[src/rtl/alu_seq.sv]
// alu_seq: two-state sequencer driving an external 10-bit ALU from a 4-entry register file
module alu_seq #(
    parameter int DW   = 10,
    parameter int NREG = 4
) (
    input  logic          i_clk,
    input  logic          i_rst_n,
    input  logic          i_valid,
    output logic          o_ready,
    input  logic [DW+7:0] i_instr,
    output logic [DW-1:0] o_data,
    output logic [DW-1:0] o_arg0,
    output logic [DW-1:0] o_arg1,
    output logic [2:0]    o_oper,
    output logic          o_imm,
    input  logic [DW-1:0] i_result,
    input  logic [3:0]    i_flag,
    output logic [3:0]    o_flag,
    output logic          o_done,
    output logic          o_err,
    input  logic [1:0]    i_rsel,
    output logic [DW-1:0] o_rdata
);
    typedef enum logic {IDLE, EXEC} state_t;
    state_t state, state_nx;
    logic [DW-1:0] rf [NREG];
    logic [1:0] rd;
    always_comb begin
        state_nx = (state == IDLE && i_valid) ? EXEC : IDLE;
        o_ready  = state == IDLE;
    end
    always_ff @(posedge i_clk) begin
        if (!i_rst_n) begin
            state   <= IDLE;
            for (int i = 0; i < NREG; i++) rf[i] <= '0;
            rd      <= '0;
            o_data  <= '0;
            o_arg0  <= '0;
            o_arg1  <= '0;
            o_oper  <= '0;
            o_imm   <= 1'b0;
            o_flag  <= '0;
            o_done  <= 1'b0;
            o_err   <= 1'b0;
            o_rdata <= '0;
        end else begin
            state   <= state_nx;
            o_done  <= 1'b0;
            o_err   <= 1'b0;
            o_rdata <= rf[i_rsel];
            if (state == IDLE && i_valid) begin
                o_data <= i_instr[DW-1:0];
                o_arg0 <= rf[i_instr[1:0]];
                o_arg1 <= rf[i_instr[DW+1:DW]];
                rd     <= i_instr[DW+3:DW+2];
                o_imm  <= i_instr[DW+4];
                o_oper <= i_instr[DW+7:DW+5];
            end
            // opcode 7 is undefined: retire it without touching rf or flags
            if (state == EXEC) begin
                o_done <= 1'b1;
                if (o_oper == 3'd7) o_err <= 1'b1;
                else begin
                    rf[rd] <= i_result;
                    o_flag <= i_flag;
                end
            end
        end
    end
endmodule
[config.mk]
export PLATFORM = sky130hd
export DESIGN_NAME = alu_seq
export DESIGN_NICKNAME = d
export VERILOG_FILES = /design/src/rtl/alu_seq.sv
export SDC_FILE = /design/constraint.sdc
export NUM_CORES = 1
export LEC_CHECK = 0
export ABC_AREA = 1
export CORE_MARGIN = 2
export CORE_UTILIZATION = 46
export DETAILED_ROUTE_END_ITERATION = 16
export GPL_ROUTABILITY_DRIVEN = 0
export PLACE_DENSITY = 0.76
export SLEW_MARGIN = 10
export SYNTH_ARGS = -nofsm -noshare
export SYNTH_HDL_FRONTEND = slang
export SYNTH_SLANG_ARGS = --single-unit
[constraint.sdc]
create_clock -name i_clk -period 1.4 [get_ports i_clk]
set_clock_uncertainty 0.1 [all_clocks]
set_input_delay 0.35 -clock i_clk [delete_from_list [all_inputs] [get_ports i_clk]]
set_output_delay 0.35 -clock i_clk [all_outputs]
set_load 0.01 [all_outputs]
# After elaboration in Yosys (flattened, before gate mapping)
# Memories as Yosys holds them, arrays and structs flattened. A register that Yosys moved wholly into a read port is not among the register bits.
# Index checks and enable logic that the tools add are counted.
dict set report totals {
  register_bits 23
  n_memories 1
  word_cells 30
  ramBits 40
  latch_bits 0
  in_bits 37
  mem_bits_ro 0
  out_inout_bits 51
}
dict set report classes {
  bitwise_logic 2
  magnitude_cmp 0
  multipliers 0
  n_shift 0
  addsub 0
  muxes 11
  reduce_logical 7
  n_eq_ne 1
  div_mod_pow 0
}
# name words width read_ports rd_clocked_by_memory_dff write_ports line
set mem_list {}
lappend mem_list {rf 4 10 3 3 4 26} ;# logic [DW-1:0] rf [NREG];
# operator n
set op_table {}
lappend op_table {{two-way mux 10 bit} 1}
lappend op_table {{OR reduction 10 bit} 1}
lappend op_table {{two-way mux 1 bit} 9}
lappend op_table {{AND reduction 2 bit} 2}
lappend op_table {{equality test 3 bit (second input constant)} 1}
lappend op_table {{logical NOT 1 bit} 3}
lappend op_table {{two-way mux 2 bit} 1}
lappend op_table {{NOT 1 bit} 2}
lappend op_table {{logical AND 1 bit} 1}

# Longest topological paths before layout
# Gate-level depths: netlist of the first run.
dict set report depth {
  ltp_word 7
  ltp_mapped 7
  mapped_depth_nobuf 6
}

# Least setup slack after synthesis of the first run
# Ideal clock, no wire load.
dict set report synth_path {
  path_type {register to register}
  start {register o_oper[0]}
  end {memory rf[3][0], enable pin}
  setup_ns 0.376
  t_required_ns 0.924
  setup_slack_ns -0.277
  arrival_time_ns 1.201
  stages_incl_launch_ff 5
  n_path_buf 0
  period_less_slack_ns 1.677
  cell_sequence {dfxtp_1 > nand3_2 > nand2_1 > a21oi_1 > nor2_1}
}
# element line
set synth_lines {}
lappend synth_lines {{from (decl)} 14} ;# output logic [2:0] o_oper,
lappend synth_lines {{from (signal assigned)} 57} ;# o_oper <= i_instr[DW+7:DW+5];
lappend synth_lines {{to (decl)} 26}

# Worst setup path after layout of the first run
dict set report layout_path {
  start {register o_rdata[9], read port of rf}
  end {output o_rdata[9]}
}
# element line
set layout_lines {}
lappend layout_lines {{from (decl)} 22} ;# output logic [DW-1:0] o_rdata
# No word-level cell between the ends.

==> results of run 1 <==
==> sequential cells by signal, summed over array words and instances, names as in the netlist <==
name	flops
o_oper	3
rf	40
o_arg0	10
o_flag	4
o_done	1
o_data	10
o_imm	1
state	1
o_err	1
o_rdata	10
rd	2
o_arg1	10
==> cells in the final DEF, fill, tap and decap left out, types with 2 or more instances in the layout <==
cell	n
sky130_fd_sc_hd__clkdlybuf4s15_1	4
sky130_fd_sc_hd__buf_12	10
sky130_fd_sc_hd__inv_1	22
sky130_fd_sc_hd__buf_4	36
sky130_fd_sc_hd__edfxtp_1	40
sky130_fd_sc_hd__nor2_4	2
sky130_fd_sc_hd__dfxtp_1	28
sky130_fd_sc_hd__o21ai_0	29
sky130_fd_sc_hd__a21oi_1	31
sky130_fd_sc_hd__clkbuf_2	19
sky130_fd_sc_hd__o21ai_1	18
sky130_fd_sc_hd__clkdlybuf4s50_1	33
sky130_fd_sc_hd__clkinv_2	2
sky130_fd_sc_hd__clkdlybuf4s15_2	17
sky130_fd_sc_hd__nand4_1	3
sky130_fd_sc_hd__nand2_2	2
sky130_fd_sc_hd__nand2_1	153
sky130_fd_sc_hd__clkinv_4	2
sky130_fd_sc_hd__dlymetal6s2s_1	2
sky130_fd_sc_hd__inv_2	3
sky130_fd_sc_hd__clkbuf_8	10
sky130_fd_sc_hd__nand4_2	3
sky130_fd_sc_hd__buf_2	11
sky130_fd_sc_hd__nor2_1	93
sky130_fd_sc_hd__dfxtp_2	24
sky130_fd_sc_hd__nand3_1	38
==> layout make-up <==
class	instances	area share (%)
inverters	28	2.02
clock inverters	5	0.628
repair buffers	133	21.9
flip-flops and latches	93	41.2
clock buffers	11	2.56
multi-input cells	375	29.3
well taps	108	2.42
==> power by group <==
| part | internal [mW] | total, mW | switching [mW] | leakage (nW) |
|---|---|---|---|---|
| clock network | 0.704 | 1.62 | 0.917 | 0.0927 |
| registers | 3.01 | 3.14 | 0.125 | 0.863 |
| logic | 0.465 | 0.974 | 0.509 | 1.54 |
| total | 4.18 | 5.74 | 1.55 | 2.50 |
==> repair_timing <==
action / CTS / global route
buffers inserted: 0 / 4
cloned: 0 / 0
endpoints found under the setup margin: 95 / 60
resized for setup: 147 / 51
endpoints found under the hold margin: 0 / 0
pin swaps: 0 / 2
==> through the flow <==
stage,TNS (ns),hold slack (ns)
2_1_floorplan,-4.05,0.372
3_3_place_gp,-43.74,0.335
3_5_place_dp,-46.33,0.342
4_1_cts,0,0.358
5_1_grt,-0.104,0.375
6_report,0,0.348
==> kinds of logic after synthesis <==
| kind of cell | count (synthesis) | share of synthesized area, % |
|---|---|---|
| and+or+nand+nor | 296 | 29.1 |
| DFF | 93 | 54.2 |
| AOI/OAI and AO/OA | 79 | 9.47 |
| buffers and inverters | 57 | 7.19 |
==> worst paths after layout <==
check	slack (ns)	endpoint
hold / removal	0.35	o_flag[3]$_SDFFE_PN0P_
setup / recovery	0.03	o_rdata[9]
hold reg to reg	0.35	o_flag[3]$_SDFFE_PN0P_
setup reg to reg	0.03	rf[3][8]$_DFFE_PP_
==> layer usage <==
metal,vias to the layer above,global-route usage [%]
met5,-,0
met3,12,3.30
met1,1782,30.3
met4,0,8.43
li1,1938,-
met2,153,34.7
==> report_table.html, run 1 <==
<table>
<tr><th>Metric</th><th>Value</th></tr>
<tr><th colspan="2">Detailed routing</th></tr>
<tr><td>Number of antenna-violating nets in the routed design</td><td>0</td></tr>
<tr><td>Routed vias/inst</td><td>roughly 5.2</td></tr>
<tr><td>TritonRoute pass-1 iters</td><td>5</td></tr>
<tr><td>Sum of met3 wire segment lengths after detailed routing</td><td>~770 um</td></tr>
<tr><td>Met2 Routed Length</td><td>about 5000 um</td></tr>
<tr><td>Number of design rule violations left after detail routing</td><td>0</td></tr>
<tr><td>Vias</td><td>3885</td></tr>
<tr><td>Uppermost layer routed</td><td>met4</td></tr>
<tr><td>Final WL</td><td>10600 um</td></tr>
<tr><td>Number of DRC violations after detailed-routing iteration 0</td><td>between 400 and 500</td></tr>
<tr><td>DRT met1 WL</td><td>approximately 4700 um</td></tr>
<tr><td>Post-DR wirelength/cell</td><td>around 14 um</td></tr>
<tr><th colspan="2">Floorplan</th></tr>
<tr><td>Die footprint</td><td>just under 10000 sq um</td></tr>
<tr><td>Core area</td><td>between 8000 and 9000 sq um</td></tr>
<tr><td>Die Ht</td><td>roughly 99 um</td></tr>
<tr><td>Die W</td><td>between 90 and 100 um</td></tr>
<tr><td>Starting utilization of the core area</td><td>around 48%</td></tr>
<tr><td>Boundary pin count</td><td>~90</td></tr>
<tr><td>Std-Cell Rows</td><td>34</td></tr>
<tr><th colspan="2">Clock tree</th></tr>
<tr><td>Clk Latency, worst-skew pair</td><td>~0.36 ns</td></tr>
<tr><td>Total number of H-tree levels</td><td>3</td></tr>
<tr><td>Clock Tree Buf Depth</td><td>2</td></tr>
<tr><td>TritonCTS clock tree</td><td>yes</td></tr>
<tr><td>Number of buffers inserted for hold repair after clock tree synthesis</td><td>0</td></tr>
<tr><td>Clock-pin slew reported for the worst setup and hold paths after clock tree synthesis</td><td>approximately 0.090 ns</td></tr>
<tr><td>CTS Buf Count</td><td>9</td></tr>
<tr><td>Clock tree sinks</td><td>between 90 and 100</td></tr>
<tr><td>Clock root cell</td><td>sky130_fd_sc_hd__clkbuf_8</td></tr>
<tr><th colspan="2">Global routing</th></tr>
<tr><td>First-pass GRT wire length</td><td>17100 um</td></tr>
<tr><td>Number of global-route vias before repair</td><td>roughly 3500</td></tr>
<tr><td>Initial antenna violation count</td><td>0</td></tr>
<tr><td>Overall routing resource usage</td><td>between 20% and 30%</td></tr>
<tr><td>Maximum number of pins on one net before global-route repair</td><td>a little over 40</td></tr>
<tr><td>Overall overflow remaining after global route</td><td>0</td></tr>
<tr><th colspan="2">Cells and area</th></tr>
<tr><td>Finished layout cell area</td><td>around 5600 sq um</td></tr>
<tr><td>Syn-to-layout area delta</td><td>33.6%</td></tr>
<tr><td>Layout cells sized above 1</td><td>a little under a quarter</td></tr>
<tr><td>Area of the multi-input gates</td><td>1630 sq um</td></tr>
<tr><td>Number of antenna diodes</td><td>0</td></tr>
<tr><td>Final Util</td><td>about 64%</td></tr>
<tr><td>Sequential cell area</td><td>roughly 2300 sq um</td></tr>
<tr><td>Number of standard cells in the layout, taps in and fillers out</td><td>roughly 750</td></tr>
<tr><td>Filler Cells Inserted</td><td>around 710</td></tr>
<tr><td>Fin nets</td><td>about 680</td></tr>
<tr><th colspan="2">STA</th></tr>
<tr><td>Portion of the clock cycle consumed by the worst path in the final layout</td><td>a little over nine tenths</td></tr>
<tr><td>Crit path time final</td><td>approximately 1.4 ns</td></tr>
<tr><td>Fmax achieved</td><td>0.729 GHz</td></tr>
<tr><td>Number of slew-limit violations in the final report</td><td>0</td></tr>
<tr><td>Final setup margin</td><td>0.0282 ns</td></tr>
<tr><td>Endpoints failing hold</td><td>0</td></tr>
<tr><td>Remaining max-slew budget at the tightest pin</td><td>about 79%</td></tr>
<tr><td>Transition time at the pin with the least slew margin</td><td>about 0.31 ns</td></tr>
<tr><td>Final setup violation count</td><td>0</td></tr>
<tr><th colspan="2">Setup path</th></tr>
<tr><td>Crit path cell chain</td><td>clkdlybuf4s15_1</td></tr>
<tr><td>Origin of the critical flop-to-flop path</td><td>state$_SDFF_PN0_</td></tr>
<tr><td>Source of the critical timing path</td><td>o_rdata[9]$_SDFF_PN0_</td></tr>
<tr><td>Number of cells on the worst reg-to-reg path</td><td>6</td></tr>
<tr><td>Cell with the biggest individual delay on the critical path</td><td>sky130_fd_sc_hd__dfxtp_1</td></tr>
<tr><td>Instance count on the critical path</td><td>1</td></tr>
<tr><td>Critical path class</td><td>register to output pin</td></tr>
<tr><td>Crit path launch type</td><td>register</td></tr>
<tr><td>Largest delay contributor family on the critical path</td><td>flip-flops</td></tr>
<tr><td>Highest cell delay on the worst timing path</td><td>between 0.3 and 0.4 ns</td></tr>
<tr><td>Top fanout value on the critical path</td><td>1</td></tr>
<tr><td>Critical path arrival</td><td>a little over 0.9 ns</td></tr>
<tr><td>Worst Setup End Kind</td><td>output pin</td></tr>
<tr><td>Buf+Inv Stages, Crit Path</td><td>1</td></tr>
<tr><td>Required time of the critical path</td><td>0.95 ns</td></tr>
<tr><th colspan="2">Synth</th></tr>
<tr><td>Fraction of registers with async set or reset after synthesis</td><td>0%</td></tr>
<tr><td>Fraction of post-synthesis cell area in the top cell type by area</td><td>28.8%</td></tr>
<tr><td>Post-synthesis area per instance</td><td>7.95 sq um</td></tr>
<tr><td>Synth area leaders</td><td>sky130_fd_sc_hd__edfxtp_1 29%, sky130_fd_sc_hd__dfxtp_1 25%, sky130_fd_sc_hd__nand2_1 14%</td></tr>
<tr><td>Summed instance area of the synthesized netlist</td><td>4170 sq um</td></tr>
<tr><td>Register bit count reported by yosys</td><td>93</td></tr>
<tr><td>Dominant register cell in the synthesized netlist</td><td>sky130_fd_sc_hd__dfxtp_1</td></tr>
<tr><td>Most numerous cell in the Yosys netlist</td><td>sky130_fd_sc_hd__nand2_1</td></tr>
<tr><td>Total nets after synthesis</td><td>roughly 560</td></tr>
<tr><td>Leading cell types by count after synthesis</td><td>154 x sky130_fd_sc_hd__nand2_1, 94 x sky130_fd_sc_hd__nor2_1, 53 x sky130_fd_sc_hd__dfxtp_1</td></tr>
<tr><td>Post-synthesis sequential area ratio</td><td>between 50% and 60%</td></tr>
<tr><td>Cell count after synthesis</td><td>between 500 and 600</td></tr>
<tr><td>Count of unique library cells instantiated by Yosys</td><td>23</td></tr>
<tr><td>Library cell with the largest summed area after synthesis</td><td>sky130_fd_sc_hd__edfxtp_1</td></tr>
<tr><td>Number of synthesized flops with an enable pin</td><td>40</td></tr>
<tr><td>Yosys warning total</td><td>0</td></tr>
<tr><th colspan="2">Placed design</th></tr>
<tr><td>Total of buffers placed on input and output ports</td><td>between 80 and 90</td></tr>
<tr><td>Setup slack after placement</td><td>-0.550 ns</td></tr>
<tr><td>Final HPWL from detailed placement</td><td>7870 um</td></tr>
<tr><td>Placed Instance Area</td><td>approximately 5400 sq um</td></tr>
<tr><td>Placed insts</td><td>approximately 730</td></tr>
<tr><th colspan="2">Hold path</th></tr>
<tr><td>Worst hold stages</td><td>2</td></tr>
<tr><td>Startpoint of the worst hold path</td><td>o_flag[3]$_SDFFE_PN0P_</td></tr>
<tr><td>Hold WC Path Type</td><td>register to register</td></tr>
<tr><th colspan="2">Pwr</th></tr>
<tr><td>Power per cell area</td><td>1030 nW/um^2</td></tr>
<tr><td>Total power</td><td>5.74 mW</td></tr>
<tr><td>Leakage power</td><td>2.50 nW</td></tr>
<tr><td>Worst supply voltage drop on vdd</td><td>between 400 and 500 uV</td></tr>
<tr><th colspan="2">Run</th></tr>
<tr><td>Number of max-capacitance violations reported</td><td>0</td></tr>
<tr><th colspan="2">Outcome</th></tr>
<tr><td>Outcome</td><td>completed</td></tr>
</table>
(Power assumes the default switching activity.)
==> inputs of run 2 (changes only) <==
--- a/config.mk
+++ b/config.mk
@@ -11,6 +11,7 @@
 export DETAILED_ROUTE_END_ITERATION = 16
 export GPL_ROUTABILITY_DRIVEN = 0
 export PLACE_DENSITY = 0.76
+export SETUP_SLACK_MARGIN = 0.5
 export SLEW_MARGIN = 10
 export SYNTH_ARGS = -nofsm -noshare
 export SYNTH_HDL_FRONTEND = slang
==> report_table.html, run 2 (same netlist as run 1, synthesis figures left out) <==
<table>
<tr><th>Metric</th><th>Value</th></tr>
<tr><th colspan="2">Cells and area</th></tr>
<tr><td>Layout cells sized above 1</td><td>39.0% (was 23.1%)</td></tr>
<tr><td>Syn-to-layout area delta</td><td>53.1% (was 33.6%)</td></tr>
<tr><td>Fin nets</td><td>702 (was 677)</td></tr>
<tr><td>Filler Cells Inserted</td><td>599 (was 705)</td></tr>
<tr><td>Finished layout cell area</td><td>6390 sq um (was 5580 sq um)</td></tr>
<tr><td>Max reg flops</td><td>40 (unchanged)</td></tr>
<tr><td>Top reg by flops</td><td>rf (unchanged)</td></tr>
<tr><td>Number of antenna diodes</td><td>0 (unchanged)</td></tr>
<tr><td>Number of standard cells in the layout, taps in and fillers out</td><td>778 (was 753)</td></tr>
<tr><td>Most used cells in the layout excluding fill and tap cells</td><td>148 x sky130_fd_sc_hd__nand2_1, 74 x sky130_fd_sc_hd__nor2_1, 68 x sky130_fd_sc_hd__buf_6 (was 153 x sky130_fd_sc_hd__nand2_1, 93 x sky130_fd_sc_hd__nor2_1, 40 x sky130_fd_sc_hd__edfxtp_1)</td></tr>
<tr><td>Most common library cell in the layout ignoring fill and taps</td><td>sky130_fd_sc_hd__nand2_1 (unchanged)</td></tr>
<tr><th colspan="2">Setup path</th></tr>
<tr><td>R2R setup slack</td><td>-0.03 ns (was 0.03 ns)</td></tr>
<tr><td>Critical path class</td><td>register to register (was register to output pin)</td></tr>
<tr><td>Crit path launch type</td><td>register (unchanged)</td></tr>
<tr><td>Critical path arrival</td><td>1.58 ns (was 0.92 ns)</td></tr>
<tr><td>Top fanout value on the critical path</td><td>11 (was 1)</td></tr>
<tr><td>Required time of the critical path</td><td>1.55 ns (was 0.95 ns)</td></tr>
<tr><td>Worst Setup End Kind</td><td>register (was output pin)</td></tr>
<tr><th colspan="2">Floorplan</th></tr>
<tr><td>Core area</td><td>8760 sq um (unchanged)</td></tr>
<tr><td>Starting utilization of the core area</td><td>47.6% (unchanged)</td></tr>
<tr><td>Die W</td><td>99.3 um (unchanged)</td></tr>
<tr><td>Die Ht</td><td>99.3 um (unchanged)</td></tr>
<tr><td>Std-Cell Rows</td><td>34 (unchanged)</td></tr>
<tr><td>Die footprint</td><td>9850 sq um (unchanged)</td></tr>
<tr><td>Boundary pin count</td><td>88 (unchanged)</td></tr>
<tr><th colspan="2">Pwr</th></tr>
<tr><td>Total power</td><td>6.24 mW (was 5.74 mW)</td></tr>
<tr><td>Worst supply voltage drop on vdd</td><td>649 uV (was 475 uV)</td></tr>
<tr><td>Leakage power</td><td>2.77 nW (was 2.50 nW)</td></tr>
<tr><td>Power per cell area</td><td>976 nW/um^2 (was 1030 nW/um^2)</td></tr>
<tr><th colspan="2">Clock tree</th></tr>
<tr><td>CTS Buf Count</td><td>9 (unchanged)</td></tr>
<tr><td>Total number of H-tree levels</td><td>3 (unchanged)</td></tr>
<tr><td>Number of buffers inserted for hold repair after clock tree synthesis</td><td>0 (unchanged)</td></tr>
<tr><td>TritonCTS clock tree</td><td>yes (unchanged)</td></tr>
<tr><td>Clock-pin slew reported for the worst setup and hold paths after clock tree synthesis</td><td>0.10 ns (was 0.09 ns)</td></tr>
<tr><td>Clock Tree Buf Depth</td><td>2 (unchanged)</td></tr>
<tr><td>Clock root cell</td><td>sky130_fd_sc_hd__clkbuf_8 (unchanged)</td></tr>
<tr><td>Clock tree sinks</td><td>93 (unchanged)</td></tr>
<tr><td>Clk Latency, worst-skew pair</td><td>0.37 ns (was 0.36 ns)</td></tr>
<tr><th colspan="2">STA</th></tr>
<tr><td>Number of slew-limit violations in the final report</td><td>0 (unchanged)</td></tr>
<tr><td>Endpoints failing hold</td><td>0 (unchanged)</td></tr>
<tr><td>Minimum hold slack</td><td>0.283 ns (was 0.348 ns)</td></tr>
<tr><td>Unrepaired setup endpoints after global routing</td><td>true</td></tr>
<tr><td>Crit path time final</td><td>1.43 ns (was 1.37 ns)</td></tr>
<tr><td>Portion of the clock cycle consumed by the worst path in the final layout</td><td>102% (was 98.0%)</td></tr>
<tr><td>Final setup margin</td><td>-0.0313 ns (was 0.0282 ns)</td></tr>
<tr><td>Transition time at the pin with the least slew margin</td><td>0.404 ns (was 0.314 ns)</td></tr>
<tr><td>Remaining max-slew budget at the tightest pin</td><td>73.0% (was 79.1%)</td></tr>
<tr><td>Fmax achieved</td><td>0.699 GHz (was 0.729 GHz)</td></tr>
<tr><td>Final setup violation count</td><td>4 (was 0)</td></tr>
<tr><th colspan="2">Detailed routing</th></tr>
<tr><td>Routed vias/inst</td><td>5.43 (was 5.16)</td></tr>
<tr><td>Vias</td><td>4228 (was 3885)</td></tr>
<tr><td>Post-DR wirelength/cell</td><td>17.4 um (was 14.1 um)</td></tr>
<tr><td>Number of antenna-violating nets in the routed design</td><td>0 (unchanged)</td></tr>
<tr><td>Final WL</td><td>13500 um (was 10600 um)</td></tr>
<tr><td>Number of design rule violations left after detail routing</td><td>0 (unchanged)</td></tr>
<tr><td>Number of DRC violations after detailed-routing iteration 0</td><td>508 (was 406)</td></tr>
<tr><td>TritonRoute pass-1 iters</td><td>5 (unchanged)</td></tr>
<tr><th colspan="2">Placed design</th></tr>
<tr><td>Placed insts</td><td>724 (was 733)</td></tr>
<tr><td>Total of buffers placed on input and output ports</td><td>87 (unchanged)</td></tr>
<tr><td>Placed Instance Area</td><td>5450 sq um (was 5430 sq um)</td></tr>
<tr><td>Final HPWL from detailed placement</td><td>8110 um (was 7870 um)</td></tr>
<tr><th colspan="2">Global routing</th></tr>
<tr><td>First-pass GRT wire length</td><td>18700 um (was 17100 um)</td></tr>
<tr><td>Initial antenna violation count</td><td>0 (unchanged)</td></tr>
<tr><td>Overall overflow remaining after global route</td><td>0 (unchanged)</td></tr>
<tr><td>Number of global-route vias before repair</td><td>3819 (was 3516)</td></tr>
<tr><td>Overall routing resource usage</td><td>23.9% (was 21.8%)</td></tr>
<tr><td>Maximum number of pins on one net before global-route repair</td><td>42 (was 41)</td></tr>
<tr><th colspan="2">Outcome</th></tr>
<tr><td>Violated checks</td><td>setup timing</td></tr>
<tr><td>Outcome</td><td>complete, but fails checks (was completed)</td></tr>
<tr><th colspan="2">Run</th></tr>
<tr><td>Number of max-capacitance violations reported</td><td>0 (unchanged)</td></tr>
<tr><th colspan="2">Hold path</th></tr>
<tr><td>Hold WC Path Type</td><td>input port to register (was register to register)</td></tr>
</table>
[run 2: changes by cell type in the layout (fill, tap and decap cells not counted), sizes merged]
cell           delta
buf              +61
dlymetal6s2s      -1
clkbuf           -17
clkdlybuf4s50     -2
clkdlybuf4s15    -19
clkinvlp          +3
[run 2: final timing paths]
check	from	end	depth (start not counted)
worst min-delay path	i_rst_n	o_err$_SDFF_PN0_	4
worst max-delay path	state$_SDFF_PN0_	o_arg0[4]$_SDFFE_PN0P_	8
worst min register to register	o_flag[3]$_SDFFE_PN0P_	o_flag[3]$_SDFFE_PN0P_	2
worst max register to register	state$_SDFF_PN0_	o_arg0[4]$_SDFFE_PN0P_	8
[run 2: what timing repair did]
action | in CTS | in global routing
pin swaps | 10 | 12
resized for setup | 322 | 74
setup buffers | 13 | 16
endpoints found under the setup margin | 183 | 184
gates cloned | 2 | 7
[run 2: per-stage QoR]
stage          util [%]  setup slack [ns]  TNS [ns]
2_1_floorplan         -             0.114         0
3_3_place_gp       62.2            -0.310    -10.43
3_5_place_dp       62.2            -0.389    -12.49
4_1_cts            67.6           0.00319         0
5_1_grt            72.9           -0.0886     -2.55
6_report           72.9           -0.0313   -0.0468
[run 2: worst max-delay path, cell delays in order (launching register included)]
cell and delay [ns]:
sky130_fd_sc_hd__dfxtp_4 0.37, sky130_fd_sc_hd__buf_6 0.12, sky130_fd_sc_hd__buf_6 0.11, sky130_fd_sc_hd__nor2_4 0.11
sky130_fd_sc_hd__buf_4 0.14, sky130_fd_sc_hd__buf_12 0.12, sky130_fd_sc_hd__nand4_1 0.08, sky130_fd_sc_hd__nand2_1 0.09
sky130_fd_sc_hd__nor2_1 0.06
[run 2: area by class of cell]
type                    instances  area [sq um]  share of cell area, %
well taps                     108           135                   2.11
clock buffers                   9           124                   1.94
repair buffers                157          1670                   26.1
flip-flops and latches         93          2340                   36.6
clock inverters                 7          56.3                  0.881
inverters                      28           129                   2.02
multi-input cells             375          1930                   30.2
repair inverters                1          5.00                 0.0783
[run 2: routing by layer]
layer / part of all wire [%] / up-vias / global-route usage (%)
met5: 0 / - / 0
met4: 3.3 / 0 / 8.43
met3: 7.6 / 47 / 6.47
met2: 50 / 208 / 38.4
met1: 39 / 1990 / 31.4
li1: - / 1983 / -
[run 2: where the power goes]
part | switching [mW] | internal [mW]
registers | 0.166 | 3.02
clock network | 1.06 | 0.668
logic | 0.654 | 0.670
